File: src/rtl/dircc_mem_master_pkg.sv
// Shared types for the DiRCC node memory master: command opcodes, FSM states and
// opcode decode helpers.
package dircc_mem_master_pkg;

    localparam int unsigned MemWordsDflt = 5120;

    typedef enum logic [1:0] {
        OpFill     = 2'd0,
        OpCheck    = 2'd1,
        OpFillInc  = 2'd2,
        OpCheckInc = 2'd3
    } op_e;

    typedef enum logic [1:0] {
        StIdle,
        StRun,
        StDrain,
        StDone
    } state_e;

    function automatic logic is_check(input logic [1:0] op);
        return (op == OpCheck) || (op == OpCheckInc);
    endfunction

    function automatic logic is_inc(input logic [1:0] op);
        return (op == OpFillInc) || (op == OpCheckInc);
    endfunction

endpackage

File: src/rtl/dircc_mem_cmp_tracker.sv
// Read-back compare tracker: saturating mismatch counter plus capture of the
// address and data of the first mismatch since the last clear.
module dircc_mem_cmp_tracker #(
    parameter int unsigned ADDR_W = 13,
    parameter int unsigned DATA_W = 32
) (
    input  logic              clk_i,
    input  logic              reset_ni,
    input  logic              clear_i,
    input  logic              cmp_valid_i,
    input  logic [ADDR_W-1:0] cmp_addr_i,
    input  logic [DATA_W-1:0] exp_i,
    input  logic [DATA_W-1:0] rdata_i,
    output logic [ADDR_W:0]   err_count_o,
    output logic [ADDR_W-1:0] first_err_addr_o,
    output logic [DATA_W-1:0] first_err_data_o
);

    logic [ADDR_W:0]   err_count_q, err_count_d;
    logic [ADDR_W-1:0] first_addr_q, first_addr_d;
    logic [DATA_W-1:0] first_data_q, first_data_d;
    logic              mismatch;

    assign mismatch = cmp_valid_i && (rdata_i != exp_i);

    always_comb begin
        err_count_d  = err_count_q;
        first_addr_d = first_addr_q;
        first_data_d = first_data_q;
        if (clear_i) begin
            err_count_d  = '0;
            first_addr_d = '0;
            first_data_d = '0;
        end else if (mismatch) begin
            if (err_count_q != '1) begin
                err_count_d = err_count_q + 1'b1;
            end
            if (err_count_q == '0) begin
                first_addr_d = cmp_addr_i;
                first_data_d = rdata_i;
            end
        end
    end

    always_ff @(posedge clk_i or negedge reset_ni) begin
        if (!reset_ni) begin
            err_count_q  <= '0;
            first_addr_q <= '0;
            first_data_q <= '0;
        end else begin
            err_count_q  <= err_count_d;
            first_addr_q <= first_addr_d;
            first_data_q <= first_data_d;
        end
    end

    assign err_count_o      = err_count_q;
    assign first_err_addr_o = first_addr_q;
    assign first_err_data_o = first_data_q;

endmodule

File: src/rtl/dircc_node_mem_master.sv
// Avalon-MM block master for the DiRCC node memory: fills a word range with a
// constant/incrementing pattern, or reads it back and counts mismatches.
module dircc_node_mem_master
    import dircc_mem_master_pkg::*;
#(
    parameter int unsigned ADDR_W    = 13,
    parameter int unsigned DATA_W    = 32,
    parameter int unsigned MEM_WORDS = MemWordsDflt
) (
    input  logic                  clk_i,
    input  logic                  reset_ni,
    input  logic                  cmd_valid_i,
    output logic                  cmd_ready_o,
    input  logic [1:0]            cmd_op_i,
    input  logic [ADDR_W-1:0]     cmd_base_i,
    input  logic [ADDR_W:0]       cmd_len_i,
    input  logic [DATA_W-1:0]     cmd_pattern_i,
    input  logic                  stall_i,
    output logic                  busy_o,
    output logic                  done_o,
    output logic                  range_err_o,
    output logic [ADDR_W:0]       err_count_o,
    output logic [ADDR_W-1:0]     first_err_addr_o,
    output logic [DATA_W-1:0]     first_err_data_o,
    output logic [ADDR_W-1:0]     avm_address_o,
    output logic [DATA_W/8-1:0]   avm_byteenable_o,
    output logic                  avm_chipselect_o,
    output logic                  avm_write_o,
    output logic [DATA_W-1:0]     avm_writedata_o,
    output logic                  avm_clken_o,
    input  logic [DATA_W-1:0]     avm_readdata_i
);

    localparam int unsigned LenW = ADDR_W + 1;
    localparam int unsigned BeW  = DATA_W / 8;

    state_e            state_q, state_d;
    logic [1:0]        op_q;
    logic [ADDR_W-1:0] base_q;
    logic [LenW-1:0]   len_q;
    logic [DATA_W-1:0] pattern_q;
    logic [LenW-1:0]   idx_q, idx_d;
    logic              range_err_q;
    logic              cmp_valid_q;
    logic [ADDR_W-1:0] cmp_addr_q;
    logic [DATA_W-1:0] cmp_exp_q;

    logic              accept;
    logic [LenW:0]     cmd_end;
    logic              cmd_oob;
    logic              issue;
    logic              last;
    logic [ADDR_W-1:0] cur_addr;
    logic [DATA_W-1:0] exp_word;

    assign cmd_ready_o = (state_q == StIdle) && reset_ni;
    assign accept      = cmd_valid_i && cmd_ready_o;
    assign cmd_end     = {2'b00, cmd_base_i} + {1'b0, cmd_len_i};
    assign cmd_oob     = cmd_end > (LenW + 1)'(MEM_WORDS);
    assign issue       = (state_q == StRun) && !stall_i;
    assign last        = idx_q == (len_q - LenW'(1));
    assign cur_addr    = base_q + ADDR_W'(idx_q);
    assign exp_word    = pattern_q + (is_inc(op_q) ? DATA_W'(idx_q) : '0);

    always_comb begin
        state_d = state_q;
        idx_d   = idx_q;
        case (state_q)
            StIdle: begin
                if (accept) begin
                    idx_d = '0;
                    // Out-of-range and empty commands finish without touching the bus.
                    if (cmd_oob || (cmd_len_i == '0)) begin
                        state_d = StDone;
                    end else begin
                        state_d = StRun;
                    end
                end
            end
            StRun: begin
                if (!stall_i) begin
                    idx_d = idx_q + LenW'(1);
                    if (last) begin
                        state_d = is_check(op_q) ? StDrain : StDone;
                    end
                end
            end
            StDrain: state_d = StDone;
            StDone:  state_d = StIdle;
            default: state_d = StIdle;
        endcase
    end

    always_ff @(posedge clk_i or negedge reset_ni) begin
        if (!reset_ni) begin
            state_q     <= StIdle;
            op_q        <= '0;
            base_q      <= '0;
            len_q       <= '0;
            pattern_q   <= '0;
            idx_q       <= '0;
            range_err_q <= 1'b0;
            cmp_valid_q <= 1'b0;
            cmp_addr_q  <= '0;
            cmp_exp_q   <= '0;
        end else begin
            state_q     <= state_d;
            idx_q       <= idx_d;
            cmp_valid_q <= issue && is_check(op_q);
            if (accept) begin
                op_q        <= cmd_op_i;
                base_q      <= cmd_base_i;
                len_q       <= cmd_len_i;
                pattern_q   <= cmd_pattern_i;
                range_err_q <= cmd_oob;
            end
            // Memory returns q one cycle after the read edge; keep what it should match.
            if (issue) begin
                cmp_addr_q <= cur_addr;
                cmp_exp_q  <= exp_word;
            end
        end
    end

    dircc_mem_cmp_tracker #(
        .ADDR_W (ADDR_W),
        .DATA_W (DATA_W)
    ) u_cmp_tracker (
        .clk_i            (clk_i),
        .reset_ni         (reset_ni),
        .clear_i          (accept),
        .cmp_valid_i      (cmp_valid_q),
        .cmp_addr_i       (cmp_addr_q),
        .exp_i            (cmp_exp_q),
        .rdata_i          (avm_readdata_i),
        .err_count_o      (err_count_o),
        .first_err_addr_o (first_err_addr_o),
        .first_err_data_o (first_err_data_o)
    );

    assign busy_o           = state_q != StIdle;
    assign done_o           = state_q == StDone;
    assign range_err_o      = range_err_q;
    assign avm_chipselect_o = state_q == StRun;
    assign avm_write_o      = avm_chipselect_o && !is_check(op_q);
    assign avm_address_o    = avm_chipselect_o ? cur_addr : '0;
    assign avm_writedata_o  = avm_write_o ? exp_word : '0;
    assign avm_byteenable_o = {BeW{avm_chipselect_o}};
    assign avm_clken_o      = !stall_i && reset_ni;

endmodule

File: config.mk
export PLATFORM = sky130hd
export DESIGN_NAME = dircc_node_mem_master
export DESIGN_NICKNAME = d
export VERILOG_FILES = /design/src/rtl/dircc_mem_master_pkg.sv /design/src/rtl/dircc_mem_cmp_tracker.sv /design/src/rtl/dircc_node_mem_master.sv
export SDC_FILE = /design/constraint.sdc
export NUM_CORES = 1
export LEC_CHECK = 0
export CORE_MARGIN = 2
export CORE_UTILIZATION = 45
export DETAILED_ROUTE_END_ITERATION = 10
export PLACE_DENSITY = 0.83
export SLEW_MARGIN = 20
export SYNTH_ARGS = -nofsm -noshare
export SYNTH_HDL_FRONTEND = slang
export SYNTH_SLANG_ARGS = --single-unit
File: constraint.sdc
create_clock -name clk_i -period 4.2 [get_ports clk_i]
set_input_delay 0.84 -clock clk_i [delete_from_list [all_inputs] [get_ports clk_i]]
set_output_delay 0.84 -clock clk_i [all_outputs]
set_load 0.02 [all_outputs]
==> impl_results.md <==
- Hold crit path type: input pin to asynchronous set/reset pin
- Asr flop ratio synth: 100%
- CTS Hold Buffers Added: 0
- Max VDD drop: 247 uV
- Reg2reg setup slack: 1100 ps
- I/O Pins: 212
- Final Skew: 12.4 ps
- Chip Width: 157 um
- Initial antenna violation count: 0
- CTS clock-pin slew for the worst setup and hold paths: 70 ps
- Std-Cell Rows: 56
- Max Buffers Root-to-Sink: 2
- Routed len/inst: 17.1 um
- Vias per inst: 5.35
- Initial detailed-routing violation count: 575
- Residual DRC: 0
- Worst setup EP type: output port
- Largest cells by area after synthesis: dfrtp_1 (43%), nand2_1 (8.5%), ha_1 (5.6%), nor2_1 (5.1%), xor2_1 (5.0%)
- Syn_nets: 1319
- Total gr overflow: 0
- Post-layout util: 60.2%
- Tightest Pin Transition: 866 ps
- Root Buffer: clkbuf_16
- Final wirelength: 29700 um
- RSZ-0062 raised after global routing: true
- Total CTS buffers: 17
- Core area: 0.0233 sq mm
- Antenna Cells: 0
- Final nets: 1548
- Layout cell share with drive strength beyond 1: 12.1%
- Ys Warns: 0
- Largest net degree at the start of global routing: 79
- Outcome: finished clean
- Crit path time final: 4170 ps
- Sequential fraction of the synthesis area: 43.4%
- Fmax: 240 MHz
- Worst Path Required: 3360 ps
- Crit path largest cell delay: 430 ps
- Data arrival, critical path: 3330 ps
- Die H: 157 um
- Critical-path cell list: and2_1, ha_2, fa_2, a21oi_4, o22ai_2, or4_1, a31oi_1, buf_4, a211o_4, buf_4, nor2_4, xnor2_2, nor2_1, buf_4
- Critical path class: register to output port
- Synth unique cells: 58
- Crit start category: register
- CTS tree: built
- Main synth FF type: dfrtp_1
- Post-synth top area share: 43.4%
- Post-synthesis cell area: 0.0106 sq mm
- Max Slew Vio Count: 0
- H-tree depth: 4
- Synth area leader: dfrtp_1
- Routed vias: 9278
- Die area: 0.0247 sq mm
- Most common cell on crit path: buf_4
- Synthesized flop and latch total: 183
- ANT nets after route: 0
- Power density cells: 614 mW/mm^2
- Routability Congestion: 0.963
- Largest fanout on the critical path: 6
- Leak: 6.38 nW
- CTS Sinks: 183
- Worst path slowest cell: or4_1
- Final worst-path cycle share: 99.4%
- Accumulated negative setup slack: 0 ps
- Overall Global Routing Usage: 24.0%
- Post-synth EDFFs: 0
- First-pass GRT wire length: 46500 um
- Avg Inst Size Synth: 9.01 sq um
- Max-cap violation count: 0
- Synth-to-layout area growth: 32.7%
- DP HPWL: 22300 um
- Gate Count Post-Synth: 1172
- Port bufs: 211
- Hold Vio Cnt, Final: 0
- Skew-Pair Late Insertion Delay: 430 ps
- Fillers: 1992
- Vias in the first global route: 9086
- Final setup fails: 0
- Initial core utilization: 45.4%
- Detailed Routing Iterations Pass 1: 5
- Relative slew slack: 42.3%
report_power, final:
| part | leakage [nW] | switching (mW) | internal (mW) |
|---|---|---|---|
| Sequential | 2.38 | 0.625 | 2.47 |
| Combinational | 3.72 | 2.15 | 1.78 |
| Clock | 0.280 | 0.737 | 0.842 |
| Total | 6.38 | 3.51 | 5.09 |
critical path, delay by kind of cell, from the launching register on:
family / cells / cell delay (ps)
flip-flops: 1 / 390
buffers and inverters: 3 / 470
AO/OA/AOI/OAI: 4 / 630
XOR/XNOR: 1 / 170
adder cells (fa/ha/maj): 2 / 580
AND/OR/NAND/NOR: 4 / 660
path summary, 6_finish.rpt:
path	endpoint	cells past startpoint	startpoint
worst max-delay path	avm_writedata_o[30]	14	op_q[1]$_DFFE_PN0P_
max in group asynchronous	cmp_addr_q[9]$_DFFE_PN0P_	3	reset_ni
worst min register to register	base_q[3]$_DFFE_PN0P_	2	base_q[3]$_DFFE_PN0P_
min in group clk_i	base_q[3]$_DFFE_PN0P_	2	base_q[3]$_DFFE_PN0P_
worst min-delay path	pattern_q[13]$_DFFE_PN0P_	1	reset_ni
worst max register to register	cmp_exp_q[26]$_DFFE_PN0P_	15	op_q[1]$_DFFE_PN0P_
placed cells by master (no fill, tap or decap), types with 15 or more instances in the layout:
master and n:
xor2_1 59, nor3_1 16, clkdlybuf4s50_1 181, clkbuf_16 17, nand2_1 238, xnor2_1 48, and2_1 30, nor2_1 140
mux2i_1 50, ha_1 43, dfrtp_1 183, inv_1 25, o21ai_0 54, mux2_2 15, nand3_1 20, a21oi_1 29
nor4_1 17, buf_4 58
cell type report:
class                   instances  area (sq um)  share of cell area [%]
multi-input cells             912          5930                    42.3
clock inverters                15           158                    1.13
flip-flops and latches        183          4580                    32.7
repair buffers                262          2430                    17.3
clock buffers                  17           425                    3.04
well taps                     319           399                    2.85
inverters                      25          93.8                   0.670
synthesized netlist by cell type, drive strengths merged (2+ instances only):
| master | n |
|---|---|
| and4 | 2 |
| nand2b | 4 |
| o41a | 3 |
| fa | 3 |
| a211oi | 3 |
| nand2 | 239 |
| ha | 47 |
| clkbuf | 39 |
| or3 | 7 |
| o21a | 7 |
| nand4 | 11 |
| mux2 | 15 |
| nor3b | 5 |
| or4 | 3 |
| buf | 13 |
| o21bai | 3 |
| nand3 | 20 |
| a41oi | 3 |
| o41ai | 4 |
| dfrtp | 183 |
| nor3 | 22 |
| xnor2 | 56 |
| and2 | 30 |
| inv | 25 |
| nor4 | 18 |
| a2111oi | 4 |
| o211ai | 4 |
| o311ai | 2 |
| or2 | 2 |
| o21ba | 2 |
| o21ai | 54 |
| a21o | 9 |
| xor2 | 60 |
| o31ai | 5 |
| a31oi | 4 |
| a21oi | 32 |
| a22o | 5 |
| nor2 | 143 |
| mux2i | 50 |
| o22ai | 2 |
| and3 | 9 |
| a211o | 4 |
| nor2b | 6 |
routing by layer:
layer / global-route usage (%) / routed length, um / vias to the layer above
met4: 8.92 / 807 / 0
met5: 0 / 0 / -
met2: 40.0 / 14400 / 288
li1: - / - / 4439
met3: 3.83 / 1510 / 57
met1: 31.5 / 13000 / 4494
metrics by stage:
step | instances | hold WS, ps | instance area [sq um] | power (mW) | worst slack (ps)
3_3_place_gp | 1688 | 473 | 13200 | 6.80 | -102
6_report | 1733 | 277 | 14000 | 8.60 | 26.0
5_1_grt | 1733 | 272 | 14000 | 9.18 | -142
4_1_cts | 1723 | 268 | 13800 | 8.55 | -60.0
2_1_floorplan | 1172 | 452 | 10600 | 5.34 | 370
3_5_place_dp | 1689 | 476 | 13200 | 6.93 | -94.8
cell families (layout without fill, tap and decap cells):
| family | Yosys count | in the layout | synth area share [%] |
|---|---|---|---|
| XOR/XNOR | 116 | 116 | 9.62 |
| adder cells (fa/ha/maj) | 50 | 50 | 6.14 |
| AND/OR/NAND/NOR | 526 | 526 | 22.1 |
| multiplexers | 65 | 65 | 6.34 |
| flip-flops | 183 | 183 | 43.4 |
| AO/OA/AOI/OAI | 155 | 155 | 9.49 |
| buffers and inverters | 77 | 319 | 2.97 |
flip-flops by register name, summed over array words and instances, names as in the netlist, 2 cells and up:
signal and count:
u_cmp_tracker.first_err_addr_o 13, u_cmp_tracker.err_count_o 14, u_cmp_tracker.first_err_data_o 32, idx_q 14, pattern_q 32, cmp_addr_q 13, op_q 2, base_q 13
len_q 14, state_q 2, cmp_exp_q 32
repair_timing:
action	CTS	global route
endpoints found under the setup margin	29	26
pin swaps	4	23
gates resized for setup	74	61
setup buffers	2	10
endpoints found under the hold margin	0	0
No activity file was read; power rests on OpenSTA's default activity.
